## config.mk

```make
export PLATFORM = sky130hd
export DESIGN_NAME = truth_table_sweeper
export DESIGN_NICKNAME = d
export VERILOG_FILES = /design/src/rtl/truth_table_sweeper_pkg.sv /design/src/rtl/truth_table_sweeper_settle_timer.sv /design/src/rtl/truth_table_sweeper.sv
export SDC_FILE = /design/constraint.sdc
export NUM_CORES = 1
export LEC_CHECK = 0
export ABC_CLOCK_PERIOD_IN_PS = 2400
export CORE_UTILIZATION = 45
export DETAILED_ROUTE_END_ITERATION = 8
export GPL_TIMING_DRIVEN = 0
export HOLD_SLACK_MARGIN = 0.02
export PLACE_DENSITY = 0.79
export SYNTH_ARGS = -nofsm -noshare
export SYNTH_HDL_FRONTEND = slang
export SYNTH_SLANG_ARGS = --single-unit
```

## constraint.sdc

```tcl
create_clock -name clk -period 2.4 [get_ports clk]
set_clock_uncertainty 0.2 [all_clocks]
set_input_delay 0.36 -clock clk [delete_from_list [all_inputs] [get_ports clk]]
set_output_delay 0.36 -clock clk [all_outputs]
set_load 0.02 [all_outputs]
```

## src/rtl/truth_table_sweeper_pkg.sv

```systemverilog
// Shared definitions for the truth-table sweeper.
//   state_t     : sweep FSM states (IDLE, RUN, DONE)
//   N_IN, N_VEC : inputs of the function under test and number of vectors
//   TT_NOR_AND  : reference truth table of D = ~((A|B)&C), bit i = vector i
package truth_table_sweeper_pkg;

    typedef enum logic [1:0] {
        IDLE = 2'd0,
        RUN  = 2'd1,
        DONE = 2'd2
    } state_t;

    localparam int N_IN  = 3;
    localparam int N_VEC = 8;

    localparam logic [7:0] TT_NOR_AND = 8'h57;

endpackage

```

## src/rtl/truth_table_sweeper_settle_timer.sv

```systemverilog
// settle_timer: loadable 4-bit up-counter that measures how long a stimulus
// vector has been held.
//   clk    in  rising-edge clock
//   rst    in  asynchronous active-high reset
//   load   in  restart the count from zero on this edge
//   limit  in  count value at which the timer reports expiry
//   expire out high while the count equals limit
module settle_timer (
    input  logic       clk,
    input  logic       rst,
    input  logic       load,
    input  logic [3:0] limit,
    output logic       expire
);

    logic [3:0] cnt;

    assign expire = (cnt == limit);

    // The count parks at limit so it can never wrap while nobody reloads it.
    always_ff @(posedge clk or posedge rst) begin
        if (rst) begin
            cnt <= 4'd0;
        end else if (load) begin
            cnt <= 4'd0;
        end else if (!expire) begin
            cnt <= cnt + 4'd1;
        end
    end

endmodule

```

## src/rtl/truth_table_sweeper.sv

```systemverilog
// truth_table_sweeper: drives all 8 input vectors of a 3-input Boolean
// function in ascending order, samples its output after SETTLE_CYCLES extra
// cycles per vector, and compares the assembled table with an expected one.
//   clk, rst  clock and asynchronous active-high reset
//   start     one-cycle sweep request, accepted only in IDLE
//   expected  expected truth table, captured when start is accepted
//   dut_out   output of the function under test
//   stim      vector driven to the function, {A,B,C}
//   busy      high while a sweep is running
//   done      one-cycle pulse when a sweep completes
//   result    measured truth table of the last completed sweep
//   mismatch  result ^ captured expected table
//   pass      high when mismatch is zero
module truth_table_sweeper
    import truth_table_sweeper_pkg::*;
#(
    parameter int SETTLE_CYCLES = 2
) (
    input  logic            clk,
    input  logic            rst,
    input  logic            start,
    input  logic [7:0]      expected,
    input  logic            dut_out,
    output logic [N_IN-1:0] stim,
    output logic            busy,
    output logic            done,
    output logic [7:0]      result,
    output logic [7:0]      mismatch,
    output logic            pass
);

    localparam logic [3:0]      SETTLE_LIMIT = 4'(SETTLE_CYCLES);
    localparam logic [N_IN-1:0] LAST_IDX     = N_IN'(N_VEC - 1);

    state_t          state;
    state_t          next_state;
    logic [N_IN-1:0] idx;
    logic [7:0]      exp_cap;
    logic [7:0]      shadow;
    logic [7:0]      shadow_next;
    logic            timer_load;
    logic            expire;
    logic            accept;
    logic            sample;
    logic            step;
    logic            finish;

    settle_timer u_timer (
        .clk    (clk),
        .rst    (rst),
        .load   (timer_load),
        .limit  (SETTLE_LIMIT),
        .expire (expire)
    );

    always_ff @(posedge clk or posedge rst) begin
        if (rst) begin
            state <= IDLE;
        end else begin
            state <= next_state;
        end
    end

    // The timer is reloaded both when a sweep starts and whenever the index
    // advances, so every vector gets the same hold time.
    always_comb begin
        next_state = state;
        timer_load = 1'b0;
        accept     = 1'b0;
        step       = 1'b0;
        finish     = 1'b0;
        case (state)
            IDLE: begin
                if (start) begin
                    next_state = RUN;
                    timer_load = 1'b1;
                    accept     = 1'b1;
                end
            end
            RUN: begin
                if (expire) begin
                    if (idx == LAST_IDX) begin
                        next_state = DONE;
                        finish     = 1'b1;
                    end else begin
                        step       = 1'b1;
                        timer_load = 1'b1;
                    end
                end
            end
            DONE: begin
                next_state = IDLE;
            end
            default: begin
                next_state = IDLE;
            end
        endcase
    end

    assign sample = (state == RUN) && expire;

    // Shadow table including the bit sampled this cycle; on the final sample
    // this is the complete table, so result is loaded from it directly.
    always_comb begin
        shadow_next      = shadow;
        shadow_next[idx] = dut_out;
    end

    // result/mismatch/pass only change on the RUN->DONE edge, so a sweep in
    // progress never exposes a partial table.
    always_ff @(posedge clk or posedge rst) begin
        if (rst) begin
            idx      <= '0;
            stim     <= '0;
            exp_cap  <= 8'd0;
            shadow   <= 8'd0;
            busy     <= 1'b0;
            done     <= 1'b0;
            result   <= 8'd0;
            mismatch <= 8'd0;
            pass     <= 1'b0;
        end else begin
            busy <= (next_state == RUN);
            done <= (next_state == DONE);
            if (accept) begin
                idx     <= '0;
                stim    <= '0;
                exp_cap <= expected;
                shadow  <= 8'd0;
            end
            if (sample) begin
                shadow <= shadow_next;
            end
            if (step) begin
                idx  <= idx + 1'b1;
                stim <= idx + 1'b1;
            end
            if (finish) begin
                result   <= shadow_next;
                mismatch <= shadow_next ^ exp_cap;
                pass     <= (shadow_next == exp_cap);
            end
            if (state == DONE) begin
                stim <= '0;
            end
        end
    end

endmodule

```

==> flow_summary.toml <==
[clock_tree]
clock-sinks = 47
cts_buffers = 5
path_clk_slew_ps = 80
hold_buffers = 0
clk_latency_ps = 300
cts_buffer_depth = 2
cts_max_level = 2
cts_tree = "yes"
root_buffer = "clkbuf_8"

[placement]
placed_area_um2 = 2530
port_buffers = 32
gp_congestion = 0.796
hpwlAfterDp_um = 3040
dp_slack_ps = -206

[setup_path]
cpMaxStageDelayCell = "or3b_4"
end_kind = "register"
critPathKind = "reg -> reg"
path_max_fanout = 7
startpoint_type = "register"
path_cells = "inv_1, ha_1, or3b_4, nor3b_4, nand2_1, o41ai_1"
crit_start = "u_timer.cnt[0]"
r2r_cells = 6
cp.required_ps = 2390
r2r_start = "u_timer.cnt[0]"
r2r_end = "shadow[0]"
reg2reg_setup_slack_ps = 50
max_stage_delay_ps = 440
arrival_ps = 2330

[pwr]
power.leakage_nw = 1.23
p_per_area_nw_per_um2 = 1200
cellInternalPower_w = 0.00206
p_clk_share_pct = 16.9
power.net_switching_w = 0.00121
swShare_pct = 36.9
peakVddDrop_v = 0.000453
p_comb_share_pct = 43.9
seq_power_share_pct = 39.1

[synthesis]
async_reset_ff_share_pct = 100
synth_area_um2 = 2130
synthSimpleGateAreaFrac_pct = 14.3
synth_compound_area_share_pct = 12.0
netlist_instances = 191
yosys.area_share.adder_pct = 2.94
synth_mux_area_share_pct = 8.00
syn_avg_cell_area_um2 = 11.1
synth-xor-area-share_pct = 4.53
synth_ff_type = "dfrtp_1"
synth.net_count = 208
ys_ff_latch = 47
ys_warn_count = 0
synth_top_family_by_area = "simple AND/OR/NAND/NOR gates"
synth-edff-count = 0
ys_seq_area_share_pct = 55.3
synth_cell_type_count = 35

[timing]
slew_headroom_pct = 55.2
slew_violations = 0
fmax_mhz = 426
fin_crit_ps = 2350
fin_crit_sh_pct = 97.8
fin_setup_tns_ps = 0
timing.final.hold_violations = 0
tightest_slew_ps = 670
hold_slack_ps = 135
finalSetupViolations = 0
rsz0062_at_grt = "true"
worst_slack_ps = 53.6

[cells_and_area]
diodes = 0
utilization_pct = 61.1
syn_to_final_growth_pct = 27.6
drive_gt1_share_pct = 15.1
final_common_cell = "dfrtp_1"
final_cell_area_um2 = 2710
final_cell_mix = "dfrtp_1 (47), clkdlybuf4s50_1 (32), nand2_1 (20)"
finalNetCount = 255

[routing]
dr_total_vias = 1527
ant_nets = 0
drt_pre_antenna_iters = 6
wl_per_cell_um = 15.0
drt_first_iter_violations = 95
routed_wl_um = 4360
drc = 7
routed_via_density = 5.27

[outcome]
status = "finished with violations"
failed_checks = "design-rule violations"

[grt]
overflow = 0
grt_pass1_wl_um = 7030
grt_max_degree = 33
grt_pass1_vias = 1532
grt.total_usage_pct = 18.2
antenna_found_initial = 0

[floorplan]
die_width_um = 70.8
io_pins = 34
fp.coreArea_um2 = 4440
initial_core_util_pct = 47.9
num_rows = 24
die_area_um2 = 5010
die_h_um = 70.8

[flow_run]
cap_violations = 0

[min_path]
hold_class = "in -> async"
## power by group through the flow
stage / clock (W) / combinational, W / sequential (W)
after global routing: 0.000591 / 0.00158 / 0.00131
final: 0.000554 / 0.00144 / 0.00128
after global placement: 0 / 0.00132 / 0.00127
after detailed placement: 0 / 0.00135 / 0.00129
after floorplan: 0 / 0.000797 / 0.00138
after CTS: 0.000564 / 0.00138 / 0.00128
## routing by layer
layer / vias up / track usage, % / share of wire (%)
met2: 31 / 29.7 / 49
met1: 726 / 23.9 / 46
li1: 761 / - / -
met4: 0 / 6.22 / 1.9
met5: - / 0 / 0
met3: 9 / 4.70 / 3.5
## worst max-delay path: cells and delay by family (launching register included)
family                   cells  cell delay [ps]
AND/OR/NAND/NOR              3             1020
flip-flops                   1              400
AO/OA/AOI/OAI                1              330
adder cells (fa/ha/maj)      1              180
buffers and inverters        1               90
## cells in the mapped netlist (all sizes together) (4+ instances only)
cell type | instances | area (µm²)
mux2 | 8 | 90.1
o21ai | 21 | 105
nor2 | 11 | 43.8
clkbuf | 6 | 22.5
xor2 | 9 | 78.8
inv | 8 | 30.0
nor3b | 6 | 56.3
a21oi | 5 | 25.0
mux2i | 8 | 80.1
nand2 | 21 | 81.3
ha | 5 | 62.6
nand3b | 4 | 30.0
o22ai | 4 | 25.0
dfrtp | 47 | 1180
## registers in the layout, summed over array words and instances (netlist names)
signal / cells
busy: 1
done: 1
exp_cap: 8
idx: 3
mismatch: 8
pass: 1
result: 8
shadow: 8
state: 2
stim: 3
u_timer.cnt: 4
## what timing repair did
action                                  CTS  global route
hold endpoints to repair                  0             0
pin swaps                                 1             3
buffers inserted                          2             5
endpoints found under the setup margin   20            14
cloned                                    0             0
resized for setup                         0            14
## final cells by class
cell class                 instances  area (µm²)
fill                             345        1730
sequential                        47        1180
multi-input combinational        128         903
timing repair buffer              40         393
clock buffer                       6        72.6
tap                               52        65.1
buffer                             8        43.8
clock inverter                     1        30.0
inverter                           8        30.0
## worst max path at each step
stage,slack (ps),end,depth (start not counted)
global placement,-180,exp_cap[1],2
floorplan,230,shadow[2],7
global route,-120,pass,6
finish,50,shadow[0],6
detailed placement,-210,stim[1],6
CTS,90,pass,8
## per-stage QoR
stage          cells  power, W
5_1_grt          290   0.00348
4_1_cts          285   0.00322
3_5_place_dp     276   0.00264
3_3_place_gp     275   0.00259
6_report         290   0.00327
2_1_floorplan    191   0.00218
## kinds of logic (layout without fill, tap and decap cells)
kind of cell	Yosys count	after routing
compound gates	42	42
xor+xnor	11	11
fa+ha+maj	5	5
buf+inv	16	63
flops	47	47
mux	16	16
simple gates	54	54
Note: power is estimated with default switching activity, not from simulation.
